`src/rtl/mask_stream.sv`:
```
// Streaming row/column word mask: one matrix row per beat, masks latched at frame
// start, rows leave through a single registered valid/ready output stage.
//
// state   | meaning
// S_IDLE  | waiting for start; masks/mode may be re-latched
// S_RUN   | accepting rows 0..R-1
// S_DRAIN | last row accepted, waiting for it to leave downstream
module mask_stream #(
  parameter int R       = 3,
  parameter int C       = 4,
  parameter int N       = 16,
  parameter int NORM_NZ = 1,
  localparam int IW     = (R > 1) ? $clog2(R) : 1
) (
  input  logic            clk,
  input  logic            rst_n,
  input  logic            start,
  input  logic [R-1:0]    row_mask,
  input  logic [C-1:0]    col_mask,
  input  logic [1:0]      mode,
  output logic            busy,
  input  logic            in_valid,
  output logic            in_ready,
  input  logic [C*N-1:0]  in_row,
  output logic            out_valid,
  input  logic            out_ready,
  output logic [C*N-1:0]  out_row,
  output logic [IW-1:0]   out_idx,
  output logic            out_last,
  output logic            done
);

  localparam logic [IW-1:0] LAST_IDX = IW'(R - 1);
  localparam logic [N-1:0]  NEG_ZERO = {1'b1, {(N-1){1'b0}}};

  typedef enum logic [1:0] {
    S_IDLE  = 2'd0,
    S_RUN   = 2'd1,
    S_DRAIN = 2'd2
  } state_t;

  state_t          state_q, state_d;
  logic [IW-1:0]   cnt_q, cnt_d;
  logic [R-1:0]    row_mask_q, row_mask_d;
  logic [C-1:0]    col_mask_q, col_mask_d;
  logic [1:0]      mode_q, mode_d;
  logic            out_valid_q, out_valid_d;
  logic [C*N-1:0]  out_row_q, out_row_d;
  logic [IW-1:0]   out_idx_q, out_idx_d;
  logic            out_last_q, out_last_d;
  logic            done_q, done_d;

  logic            accept;
  logic            out_fire;
  logic            row_keep;
  logic [C-1:0]    word_keep;
  logic [N-1:0]    word;
  logic [C*N-1:0]  masked_row;

  assign in_ready  = (state_q == S_RUN) && (!out_valid_q || out_ready);
  assign accept    = in_valid && in_ready;
  assign out_fire  = out_valid_q && out_ready;
  assign busy      = (state_q != S_IDLE);
  assign out_valid = out_valid_q;
  assign out_row   = out_row_q;
  assign out_idx   = out_idx_q;
  assign out_last  = out_last_q;
  assign done      = done_q;

  always_comb begin
    row_keep = row_mask_q[cnt_q];
    case (mode_q)
      2'd0:    word_keep = {C{row_keep}};
      2'd1:    word_keep = col_mask_q;
      2'd2:    word_keep = col_mask_q & {C{row_keep}};
      default: word_keep = '1;
    endcase
  end

  // Masked words are forced to +0; a kept negative zero is folded to +0 too.
  always_comb begin
    masked_row = '0;
    word       = '0;
    for (int j = 0; j < C; j++) begin
      word = in_row[j*N +: N];
      if (word_keep[j] && !((NORM_NZ != 0) && (word == NEG_ZERO)))
        masked_row[j*N +: N] = word;
    end
  end

  always_comb begin
    state_d     = state_q;
    cnt_d       = cnt_q;
    row_mask_d  = row_mask_q;
    col_mask_d  = col_mask_q;
    mode_d      = mode_q;
    out_valid_d = out_valid_q;
    out_row_d   = out_row_q;
    out_idx_d   = out_idx_q;
    out_last_d  = out_last_q;
    done_d      = 1'b0;

    case (state_q)
      S_IDLE: begin
        if (start) begin
          state_d    = S_RUN;
          cnt_d      = '0;
          row_mask_d = row_mask;
          col_mask_d = col_mask;
          mode_d     = mode;
        end
      end
      S_RUN: begin
        if (accept && (cnt_q == LAST_IDX))
          state_d = S_DRAIN;
      end
      S_DRAIN: begin
        if (out_fire && out_last_q) begin
          state_d = S_IDLE;
          done_d  = 1'b1;
        end
      end
      default: state_d = S_IDLE;
    endcase

    // A new accept refills the stage in the same cycle the old row leaves.
    if (accept) begin
      out_valid_d = 1'b1;
      out_row_d   = masked_row;
      out_idx_d   = cnt_q;
      out_last_d  = (cnt_q == LAST_IDX);
      cnt_d       = (cnt_q == LAST_IDX) ? '0 : cnt_q + IW'(1);
    end else if (out_fire) begin
      out_valid_d = 1'b0;
    end
  end

  always_ff @(posedge clk or negedge rst_n) begin
    if (!rst_n) begin
      state_q     <= S_IDLE;
      cnt_q       <= '0;
      row_mask_q  <= '0;
      col_mask_q  <= '0;
      mode_q      <= '0;
      out_valid_q <= 1'b0;
      out_row_q   <= '0;
      out_idx_q   <= '0;
      out_last_q  <= 1'b0;
      done_q      <= 1'b0;
    end else begin
      state_q     <= state_d;
      cnt_q       <= cnt_d;
      row_mask_q  <= row_mask_d;
      col_mask_q  <= col_mask_d;
      mode_q      <= mode_d;
      out_valid_q <= out_valid_d;
      out_row_q   <= out_row_d;
      out_idx_q   <= out_idx_d;
      out_last_q  <= out_last_d;
      done_q      <= done_d;
    end
  end

endmodule
```
`config.mk`:
```
export PLATFORM = sky130hd
export DESIGN_NAME = mask_stream
export DESIGN_NICKNAME = d
export VERILOG_FILES = /design/src/rtl/mask_stream.sv
export SDC_FILE = /design/constraint.sdc
export NUM_CORES = 1
export LEC_CHECK = 0
export ABC_AREA = 1
export CORE_AREA = 2 2 117 119
export CTS_BUF_LIST = sky130_fd_sc_hd__clkbuf_8
export CTS_CLUSTER_SIZE = 20
export DETAILED_ROUTE_END_ITERATION = 16
export DIE_AREA = 0 0 119 121
export GPL_ROUTABILITY_DRIVEN = 0
export PLACE_DENSITY_LB_ADDON = 0.08
export SLEW_MARGIN = 0
export SYNTH_ARGS = -nofsm -noshare
export SYNTH_HDL_FRONTEND = slang
export SYNTH_SLANG_ARGS = --single-unit
export TNS_END_PERCENT = 5
```
`constraint.sdc`:
```
create_clock -name clk -period 1.4 [get_ports clk]
set_input_delay 0.21 -clock clk [delete_from_list [all_inputs] [get_ports clk]]
set_output_delay 0.21 -clock clk [all_outputs]
set_load 0.005 [all_outputs]
```
---- Word level (Yosys, flattened, before mapping) ----
Index checks and enable logic that the tools add are counted.
storage, ports and cells
  flip-flop bits (word level) ............. 82
cells by class
  add/sub/neg operators ................... 1
  order comparisons ....................... 1
  equal/unequal tests ..................... 12
  muxes and demuxes ....................... 19
  bitwise logic cells ..................... 1
  reductions and logical operators ........ 24
operators with widths
  kind                                                    count
  equality test 16 bit (second input constant)            4
  2-to-1 mux 16 bit                                       4
  2-to-1 mux 2 bit                                        7
  one-hot mux 4 bit (3 select lines)                      1
  logical AND 1 bit                                       9
  nonzero test 2 bit                                      4
  equality test 2 bit (second input constant)             3
  one-hot mux 2 bit (3 select lines)                      1
  zero test 1 bit                                         5
  2-to-1 mux 1 bit                                        5
  AND 4 bit                                               1
  equality test 2 x 1 -> 1 bit (second input constant)    2
  zero test 2 bit                                         2
  inequality test 2 bit (second input constant)           2
  AND reduction 2 bit                                     2
  < comparator 2 x 3 -> 1 bit (second input constant)     1
  AND reduction 3 bit                                     1
  adder 2 x 1 -> 2 bit (second input constant)            1
  binary-select mux 1 bit (select 2 bit)                  1
  inequality test 2 x 1 -> 1 bit (second input constant)  1
  logical OR 1 bit                                        1

---- Logic depth before layout (Yosys ltp) ----
Gate-level depths: netlist (run 1).
  word-level depth ........................ 7
  gate-level depth with buffers ........... 8
  mapped depth without buffers ............ 7

---- Worst setup path before layout (run 1) ----
OpenSTA, ideal clock, no wires.
  kind .................................... reg2reg
  from .................................... register state_q[1]
  to ...................................... register out_last_q (netlist: out_last)
  arrival time ............................ 1.136 ns
  slack ................................... 0.143 ns
  stages on the path, launching flop included .. 7
  period minus slack after synthesis ...... 1.257 ns
  cell sequence ........................... dfrtp_1 nor2_2 nand3_4 buf_2 buf_2 nand2_1 nand2_1
on the way
  word-level cells in the longest chain between the ends .. 3
RTL lines
  what                          line  source
  from (decl)                   42    state_t state_q, state_d;
  from (signal assigned)        151   state_q <= state_d;
  equality test 2 x 1 -> 1 bit  60    assign in_ready = (state_q == S_RUN) && (!out_valid_q || out_ready);
  logical AND 1 bit             60
  logical AND 1 bit             61    assign accept = in_valid && in_ready;
  to (signal assigned)          159   out_last_q <= out_last_d;
  to (decl)                     50    logic out_last_q, out_last_d;
No other way between the ends.
A chain may end at the register's enable or synchronous reset.

---- Worst setup path in the final report (run 1) ----
  from .................................... register state_q[0]
  to ...................................... register out_row_q[5] (netlist: out_row[5])
on the way
  word-level cells in the longest chain between the ends .. 3
RTL lines
  what                          line  source
  equality test 2 x 1 -> 1 bit  60
  logical AND 1 bit             60
  logical AND 1 bit             61
  to (signal assigned)          157   out_row_q <= out_row_d;
  to (decl)                     48    logic [C*N-1:0] out_row_q, out_row_d;
No other way between the ends.

==> metrics.yaml, run 1 <==
cp.arrival_ns: 1.74
fin_cells: 867
h-tree-depth: 3
grt_first_pass_wirelength_mm: 17.9
clkPwrFrac_pct: 14.6
nets: 764
hold_viol: 0
cts_tree: "done"
antenna_left: 0
setup_viol: 30
yosysTopAreaCell: "dfrtp_1"
syn_nets: 574
maxCapViolations: 0
gr-total-overflow: 0
dp_cells: 839
crit_start: "state_q[0]"
clockBufferDepth: 2
fin_crit_sh_pct: 102
grt_max_degree: 83
start_util_pct: 29.8
die_w_um: 119
timing.rr.end: "out_row[5]"
cp-end-kind: "flip-flop"
power_switching_mw: 4.47
fin_ws_ns: -0.0291
layout_common_cells: "nand2_1, dfrtp_1, nand3_1, clkdlybuf4s50_1, dlygate4sd2_1"
path_class: "flip-flop to flip-flop"
finalCriticalPeriod_ns: 1.43
yosysSeqAreaShare_pct: 52.7
drv_slew: 0
cts-root-buf: "clkbuf_8"
critPathLaunchType: "flip-flop"
skew_ns: 0.00759
drc_errors: 0
vias: 3777
crit_family: "buffers and inverters"
syn_to_final_growth_pct: 62.2
synth_area_per_cell_um2: 7.86
p_int_mw: 7.48
clock-sinks: 82
irDropWorstVdd_mv: 0.767
preCtsSetupSlack_ns: -0.341
die_area_um2: 14400
synthDistinctLibCells: 19
num_antenna_cells: 0
total_power_mw: 12.0
rsz0062_at_grt: "true"
required_ns: 1.71
pwr-share-comb_pct: 50.4
grt_pass1_vias: 3593
violations: "negative setup slack"
clock_latency_ns: 0.36
synth-seq-cells: 82
swShare_pct: 37.4
cts_buffers: 9
r2r_slack_ns: -0.03
crit_buf_inv: 4
p_leak_nw: 3.39
antenna_found_initial: 0
dr.pass1.iters: 7
hp-class: "primary input to asynchronous set/reset pin"
timing.rr.start: "state_q[0]"
slew_headroom_pct: 68.8
netlist_area_um2: 3900
timing.fmax_mhz: 700
fillers: 1320
num_io_pins: 149
cp.depth: 9
yosysTopAreaCellShare_pct: 52.7
power.density_nw_per_um2: 1890
seqPwrFrac_pct: 35.0
wl_per_cell_um: 13.3
cp_slowest_cell: "dfrtp_1"
place.port_buffers: 148
core_um2: 13100
drive_gt1_share_pct: 17.9
crit_path_end: "out_row[5]"
yosys_warnings: 0
cp_slowest_stage_delay_ns: 0.40
dpl.hpwl_mm: 7.97
worstPathMaxFanout: 13
r2r_cells: 9
seqCellArea_um2: 2050
path_clk_slew_ns: 0.08
worstPathCellList: "buf_6 > inv_6 > nor2_4 > nand3_4 > buf_12 > buf_12 > nor2_1 > nand3_1 > nand2_1"
rows: 42
post_drt_via_cell_ratio: 4.36
multi_input_area_um2: 1670
netlist_instances: 496
worst_slew_pin_slew_ns: 0.468
drt_iter0_markers: 185
synth_area_leaders: "dfrtp_1, nand2_1, nand3_1"
routed_wl_mm: 11.5
status: "finished, violations left"
final_common_cell: "nand2_1"
path_common_cell: "buf_12"
grt_usage_pct: 15.7
die_h_um: 121
through the flow:
stage	setup TNS, ns	hold WS (ns)	util (%)	area [µm²]
floorplan	0	-0.0856	-	3900
global placement	-15.41	0.284	44.8	5860
detailed placement	-17.51	0.283	44.8	5860
CTS	-0.154	0.407	46.1	6030
global route	-3.92	0.427	48.3	6320
finish	-0.344	0.395	48.3	6320
cell families (layout without fill, tap and decap cells):
family | Yosys count | in the layout | synth area share [%]
flops | 82 | 82 | 52.7
buf+inv | 72 | 267 | 8.22
simple gates | 329 | 329 | 36.3
mux | 7 | 7 | 2.02
compound gates | 6 | 6 | 0.771
area by class of cell:
type	instances	share of cell area (%)
clock buffer	11	2.40
clock inverter	5	0.732
inverter	52	3.17
multi-input combinational	342	26.4
sequential	82	32.5
tap	176	3.48
timing repair buffer	199	31.3
how the worst min path moves through the flow:
stage / end / startpoint
final: out_row[25] / rst_n
after global routing: out_row[53] / in_row[53]
after global placement: out_row[25] / rst_n
after detailed placement: out_row[25] / rst_n
after floorplan: cnt_q[0] / rst_n
after CTS: out_row[1] / in_row[1]
flip-flops by register name (all words and copies together), names as in the netlist:
signal and count:
col_mask_q 4, mode_q 2, out_idx 2, out_row 64, row_mask_q 3, done 1
state_q 2, out_valid 1, out_last 1, cnt_q 2
timing repair:
action | in CTS | in global routing
setup endpoints to repair | 87 | 65
pin swaps | 4 | 13
cloned | 0 | 4
setup buffers | 3 | 4
resized for setup | 83 | 49
hold buffers | 1 | 0
endpoints found under the hold margin | 82 | 0
cells in the mapped netlist:
| master | count |
|---|---|
| a21oi_1 | 2 |
| buf_2 | 13 |
| buf_4 | 1 |
| buf_6 | 4 |
| clkbuf_1 | 2 |
| dfrtp_1 | 82 |
| inv_1 | 47 |
| inv_2 | 5 |
| mux2_2 | 7 |
| nand2_1 | 155 |
| nand2_2 | 2 |
| nand3_1 | 80 |
| nand3_4 | 1 |
| nor2_1 | 82 |
| nor2_2 | 4 |
| nor2_4 | 2 |
| nor2_8 | 2 |
| nor3b_1 | 1 |
| o21ai_0 | 4 |
layer usage:
| metal | vias to the layer above | wire length [µm] | GRT usage, % |
|---|---|---|---|
| li1 | 1905 | - | - |
| met5 | - | 0 | 0 |
| met3 | 12 | 714 | 4.37 |
| met2 | 105 | 5090 | 23.8 |
| met1 | 1755 | 5490 | 21.2 |
| met4 | 0 | 205 | 6.70 |
power by group through the flow:
stage | Combinational (mW) | Clock (mW) | Sequential [mW]
final | 6.02 | 1.75 | 4.18
after global routing | 6.63 | 1.90 | 4.36
after CTS | 5.53 | 1.82 | 4.20
after detailed placement | 6.11 | 0 | 4.27
after global placement | 6.06 | 0 | 4.25
after floorplan | 2.67 | 0 | 4.27
worst register-to-register path: stages (launching register included):
cell	delay, ns
dfrtp_1	0.40
buf_6	0.13
inv_6	0.04
nor2_4	0.11
nand3_4	0.11
buf_12	0.17
buf_12	0.15
nor2_1	0.10
nand3_1	0.09
nand2_1	0.07
No activity file was read; power rests on OpenSTA's default activity.
==> run 2: changes to the inputs <==
--- a/config.mk
+++ b/config.mk
@@ -12,7 +12,6 @@
 export DETAILED_ROUTE_END_ITERATION = 16
 export DIE_AREA = 0 0 119 121
 export GPL_ROUTABILITY_DRIVEN = 0
-export PLACE_DENSITY_LB_ADDON = 0.08
 export SLEW_MARGIN = 0
 export SYNTH_ARGS = -nofsm -noshare
 export SYNTH_HDL_FRONTEND = slang
==> run 2 against run 1 <==
The run still ends with negative setup slack left. Combinational power fell by 3%. Power about the same. Sequential cell count unchanged. Via count is 0.48% higher. Global-route usage decreased by 0.65 points. Cell area fell by 1.5%. Clock power rose by 6%. Sequential power increased by 2%. Clock skew barely moved. Worst hold slack better by 0.042 ns. Critical path depth shrank 1. Critical endpoint is now out_row[50]. Largest power group unchanged.
==> metrics.yaml, run 2 (synthesis gave the netlist of run 1 again) <==
status: "finished, violations left"
dr.pass1.iters: 4
clockBufferDepth: 2
rows: 42
place.port_buffers: 148
timing.rr.end: "out_row[50]"
grt_usage_pct: 15.1
drv_slew: 0
hp-class: "primary input to asynchronous set/reset pin"
skew_ns: 0.00717
post_dp_cell_area_um2: 5740
drc_errors: 0
cp.arrival_ns: 1.67
worstPathMaxFanout: 8
p_leak_nw: 3.36
nets: 756
core_um2: 13100
drive_gt1_share_pct: 17.0
multi_input_area_um2: 1660
final_common_cell: "nand2_1"
worst_slew_pin_slew_ns: 0.445
slew_headroom_pct: 70.4
vias: 3795
largest_reg_flops: 64
clock-sinks: 82
dpl.hpwl_mm: 7.70
cp_slowest_stage_delay_ns: 0.41
cts_buffers: 9
critPathLaunchType: "flip-flop"
wl_per_cell_um: 13.0
required_ns: 1.63
cp-end-kind: "flip-flop"
dp_cells: 827
met3WireLength_um: 740
total_power_mw: 12.0
routed_wl_mm: 11.2
wl_met2_mm: 5.42
die_h_um: 121
timing.rr.start: "state_q[1]"
antenna_found_initial: 0
antenna_left: 0
path_clk_slew_ns: 0.08
timing.fmax_mhz: 694
irDropWorstVdd_mv: 0.706
finalCriticalPeriod_ns: 1.44
grt_max_degree: 83
fin_crit_sh_pct: 103
setup_viol: 37
h-tree-depth: 3
path_class: "flip-flop to flip-flop"
postLayoutCellArea_um2: 6230
drt-met1-wl_mm: 4.89
crit_start: "state_q[1]"
maxCapViolations: 0
clock_latency_ns: 0.34
fin_ws_ns: -0.0417
grt_first_pass_wirelength_mm: 17.6
fillers: 1302
cts_tree: "done"
post_drt_via_cell_ratio: 4.42
cp_slowest_cell: "dfrtp_1"
cts-root-buf: "clkbuf_8"
fin_cells: 859
gr-total-overflow: 0
layout_common_cells: "nand2_1, dfrtp_1, nand3_1, clkdlybuf4s50_1, dlygate4sd2_1"
worstPathCellList: "buf_6 > nor2_4 > nand3_4 > buf_12 > buf_6 > clkbuf_16 > nand2_1 > nand2_1"
die_area_um2: 14400
fin_tns_setup_ns: -0.718
hold_viol: 0
die_w_um: 119
r2r_cells: 8
syn_to_final_growth_pct: 59.8
start_util_pct: 29.8
violations: "negative setup slack"
dr.max_layer_used: "met4"
rsz0062_at_grt: "true"
num_antenna_cells: 0
drt_iter0_markers: 164
r2r_slack_ns: -0.04
power.density_nw_per_um2: 1920
seqCellArea_um2: 2050
grt_pass1_vias: 3690
num_io_pins: 149
==> run 2: cell types whose count changed in the layout (fill, tap and decap cells not counted), moves of 2 or more <==
cell	delta
nor2_4	-5
nand2_2	+7
buf_4	-10
nand3_1	+4
o21ai_1	-3
nor2_1	+4
nand2_1	-8
buf_6	+3
nand3_2	-3
o21ai_0	+3
clkdlybuf4s15_1	-2
==> run 2: worst max path at each step <==
stage / slack [ns] / endpoint / cells past startpoint
floorplan: 0.14 / out_last / 6
detailed placement: -0.39 / in_ready / 5
global route: -0.11 / out_row[39] / 8
CTS: -0.11 / in_ready / 3
global placement: -0.38 / in_ready / 5
finish: -0.04 / out_row[50] / 8
==> run 2: repair_timing <==
action | CTS | global route
gates cloned | 0 | 7
hold buffers | 1 | 0
endpoints found under the setup margin | 140 | 72
buffers inserted | 3 | 5
pin swaps | 4 | 8
endpoints found under the hold margin | 82 | 0
gates resized for setup | 98 | 27
==> run 2: layer usage <==
metal / vias to the layer above / global-route usage (%)
met3: 11 / 3.90
met4: 0 / 5.13
met2: 120 / 25.4
li1: 1900 / -
met5: - / 0
met1: 1764 / 18.8
==> run 2: critical path: cells and delay by family, from the launching register on <==
family / cells / cell delay, ns
and+or+nand+nor: 4 / 0.33
DFF: 1 / 0.41
buffers and inverters: 4 / 0.58
==> run 2: final cells by class <==
| cell class | instances | share of cell area, % |
|---|---|---|
| inverter | 52 | 3.17 |
| multi-input combinational | 343 | 26.6 |
| sequential | 82 | 33.0 |
| timing repair buffer | 190 | 30.3 |
| clock inverter | 6 | 1.21 |
| clock buffer | 10 | 2.21 |
| tap | 176 | 3.54 |
==> run 2: report_power, final <==
part           leakage [nW]  internal, mW  switching [mW]
registers              1.05          3.55           0.700
clock network         0.121          1.03           0.819
logic                  2.19          2.93            2.94
total                  3.36          7.50            4.46
==> run 2: metrics by stage <==
step           util, %  setup slack (ns)  hold WS (ns)
2_1_floorplan        -             0.143       -0.0856
6_report          47.6           -0.0417         0.438
3_5_place_dp      43.8            -0.394         0.284
5_1_grt           47.6            -0.108         0.460
3_3_place_gp      43.8            -0.380         0.277
4_1_cts           45.6            -0.112         0.413
==> run 3: changes to the inputs <==
==> constraint.sdc (replaced) <==
create_clock -name clk -period 1.75 [get_ports clk]
set_input_delay 0.2625 -clock clk [delete_from_list [all_inputs] [get_ports clk]]
set_output_delay 0.2625 -clock clk [all_outputs]
set_load 0.005 [all_outputs]
==> run 3 against run 2 <==
The flow now finishes without violations. Highest routed layer unchanged. Utilization down 3.4 points. Critical endpoint is now busy. Largest cell class unchanged. Cell area down 7.1%. Sequential power down 19%. Worst setup slack better by 0.15 ns. Critical path depth down 5. Sequential share of layout area up 2.5 points.
==> metrics.yaml, run 3 (synthesis gave the netlist of run 1 again) <==
timing.rr.start: "state_q[1]"
required_ns: 1.49
dpl.hpwl_mm: 7.65
cts_tree: "done"
slew_headroom_pct: 64.8
worstPathCellList: "nor2_2 > inv_1 > clkdlybuf4s50_1"
maxCapViolations: 0
drv_slew: 0
rows: 42
cp-end-kind: "output port"
h-tree-depth: 3
cp.depth: 3
wl_per_cell_um: 12.8
status: "completed"
place.port_buffers: 148
antenna_left: 0
grt_first_pass_wirelength_mm: 17.3
grt_pass1_vias: 3531
rsz0062_at_grt: "false"
seqPwrFrac_pct: 37.2
r2r_slack_ns: 0.25
crit_start: "state_q[1]"
dr.pass1.iters: 4
cp_slowest_stage_delay_ns: 0.43
cp.arrival_ns: 1.38
hp-class: "primary input to asynchronous set/reset pin"
power.density_nw_per_um2: 1600
fin_crit_sh_pct: 93.6
gr-total-overflow: 0
cp_slowest_cell: "dfrtp_1"
die_area_um2: 14400
drt_iter0_markers: 305
routed_wl_mm: 10.6
cts_buffers: 9
p_leak_nw: 2.90
clock-sinks: 82
hold_viol: 0
finalCriticalPeriod_ns: 1.64
grt_max_degree: 83
r2r_cells: 5
syn_to_final_growth_pct: 48.5
critPathLaunchType: "flip-flop"
p_int_mw: 5.90
crit_buf_inv: 2
drc_errors: 0
dp_cells: 809
clock_latency_ns: 0.36
worstPathMaxFanout: 5
pwr-share-comb_pct: 47.7
irDropWorstVdd_mv: 0.644
grt_usage_pct: 15.1
core_um2: 13100
die_h_um: 121
post_drt_via_cell_ratio: 4.35
clkPwrFrac_pct: 15.0
num_io_pins: 149
skew_ns: 0.00696
cts-root-buf: "clkbuf_8"
antenna_found_initial: 0
die_w_um: 119
fin_cells: 826
num_antenna_cells: 0
power_switching_mw: 3.34
path_clk_slew_ns: 0.07
setup_viol: 0
start_util_pct: 29.8
drive_gt1_share_pct: 7.23
swShare_pct: 36.2
worst_slew_pin_slew_ns: 0.527
timing.fmax_mhz: 610
holdWs_ns: 0.450
final_common_cell: "nand2_1"
path_class: "flip-flop to output port"
largest_reg_flops: 64
nets: 723
vias: 3591
crit_family: "buffers and inverters"
clockBufferDepth: 2
layout_common_cells: "nand2_1, clkdlybuf4s50_1, dfrtp_1, nor2_1, nand3_1"
## run 3: changes by cell type in the layout (fill, tap and decap cells not counted), sizes merged, moves of 3 or more
cell,before,now
clkdlybuf4s50,76,146
buf,40,10
clkbuf,14,11
dlygate4sd2,69,1
## run 3: worst paths after layout
check                           endpoint
setup / recovery                    busy
hold / removal             row_mask_q[2]
setup reg to reg             out_row[55]
hold reg to reg              out_row[13]
max in group asynchronous    out_row[44]
min in group clk               mode_q[1]
## run 3: area by class of cell
class	count	area (µm²)
Clock buffer	11	151
Clock inverter	5	46.3
Fill cell	1281	7300
Inverter	52	195
Multi-Input combinational cell	342	1530
Sequential cell	82	2050
Tap cell	176	220
Timing Repair Buffer	158	1590
## run 3: timing repair
item / CTS / global route
buffers inserted: 0 / 0
hold buffers: 1 / 0
gates resized for setup: 1 / 1
setup endpoints to repair: 1 / 1
hold endpoints to repair: 82 / 0
## run 3: metal layers
metal  wire [µm]  GRT usage [%]  share of wire, %
met2        4860           23.5                46
met1        4830           20.1                46
met3         696           3.99               6.6
met5           0              0                 0
met4         170           6.03               1.6
## run 3: power groups by stage
stage               Sequential, mW  Clock (mW)  Combinational, mW
CTS                           3.46        1.45               4.49
finish                        3.44        1.39               4.41
global route                  3.56        1.52               4.91
global placement              3.46           0               4.39
floorplan                     3.41           0               2.14
detailed placement            3.47           0               4.48
## run 3: metrics by stage
stage | TNS [ns] | util (%) | setup slack [ns] | power, mW | area [µm²]
5_1_grt | 0 | 44.2 | 0.00272 | 9.99 | 5780
6_report | 0 | 44.2 | 0.112 | 9.25 | 5780
4_1_cts | 0 | 44.2 | 0.0472 | 9.39 | 5780
3_5_place_dp | -1.98 | 42.6 | -0.0841 | 7.95 | 5580
3_3_place_gp | -0.908 | 42.6 | -0.0750 | 7.84 | 5580
2_1_floorplan | 0 | - | 0.493 | 5.55 | 3900
## run 3: tightest hold or removal path, cell delays in order
cell           delay [ns]
dlygate4sd3_1        0.53
buf_4                0.11
buf_12               0.33
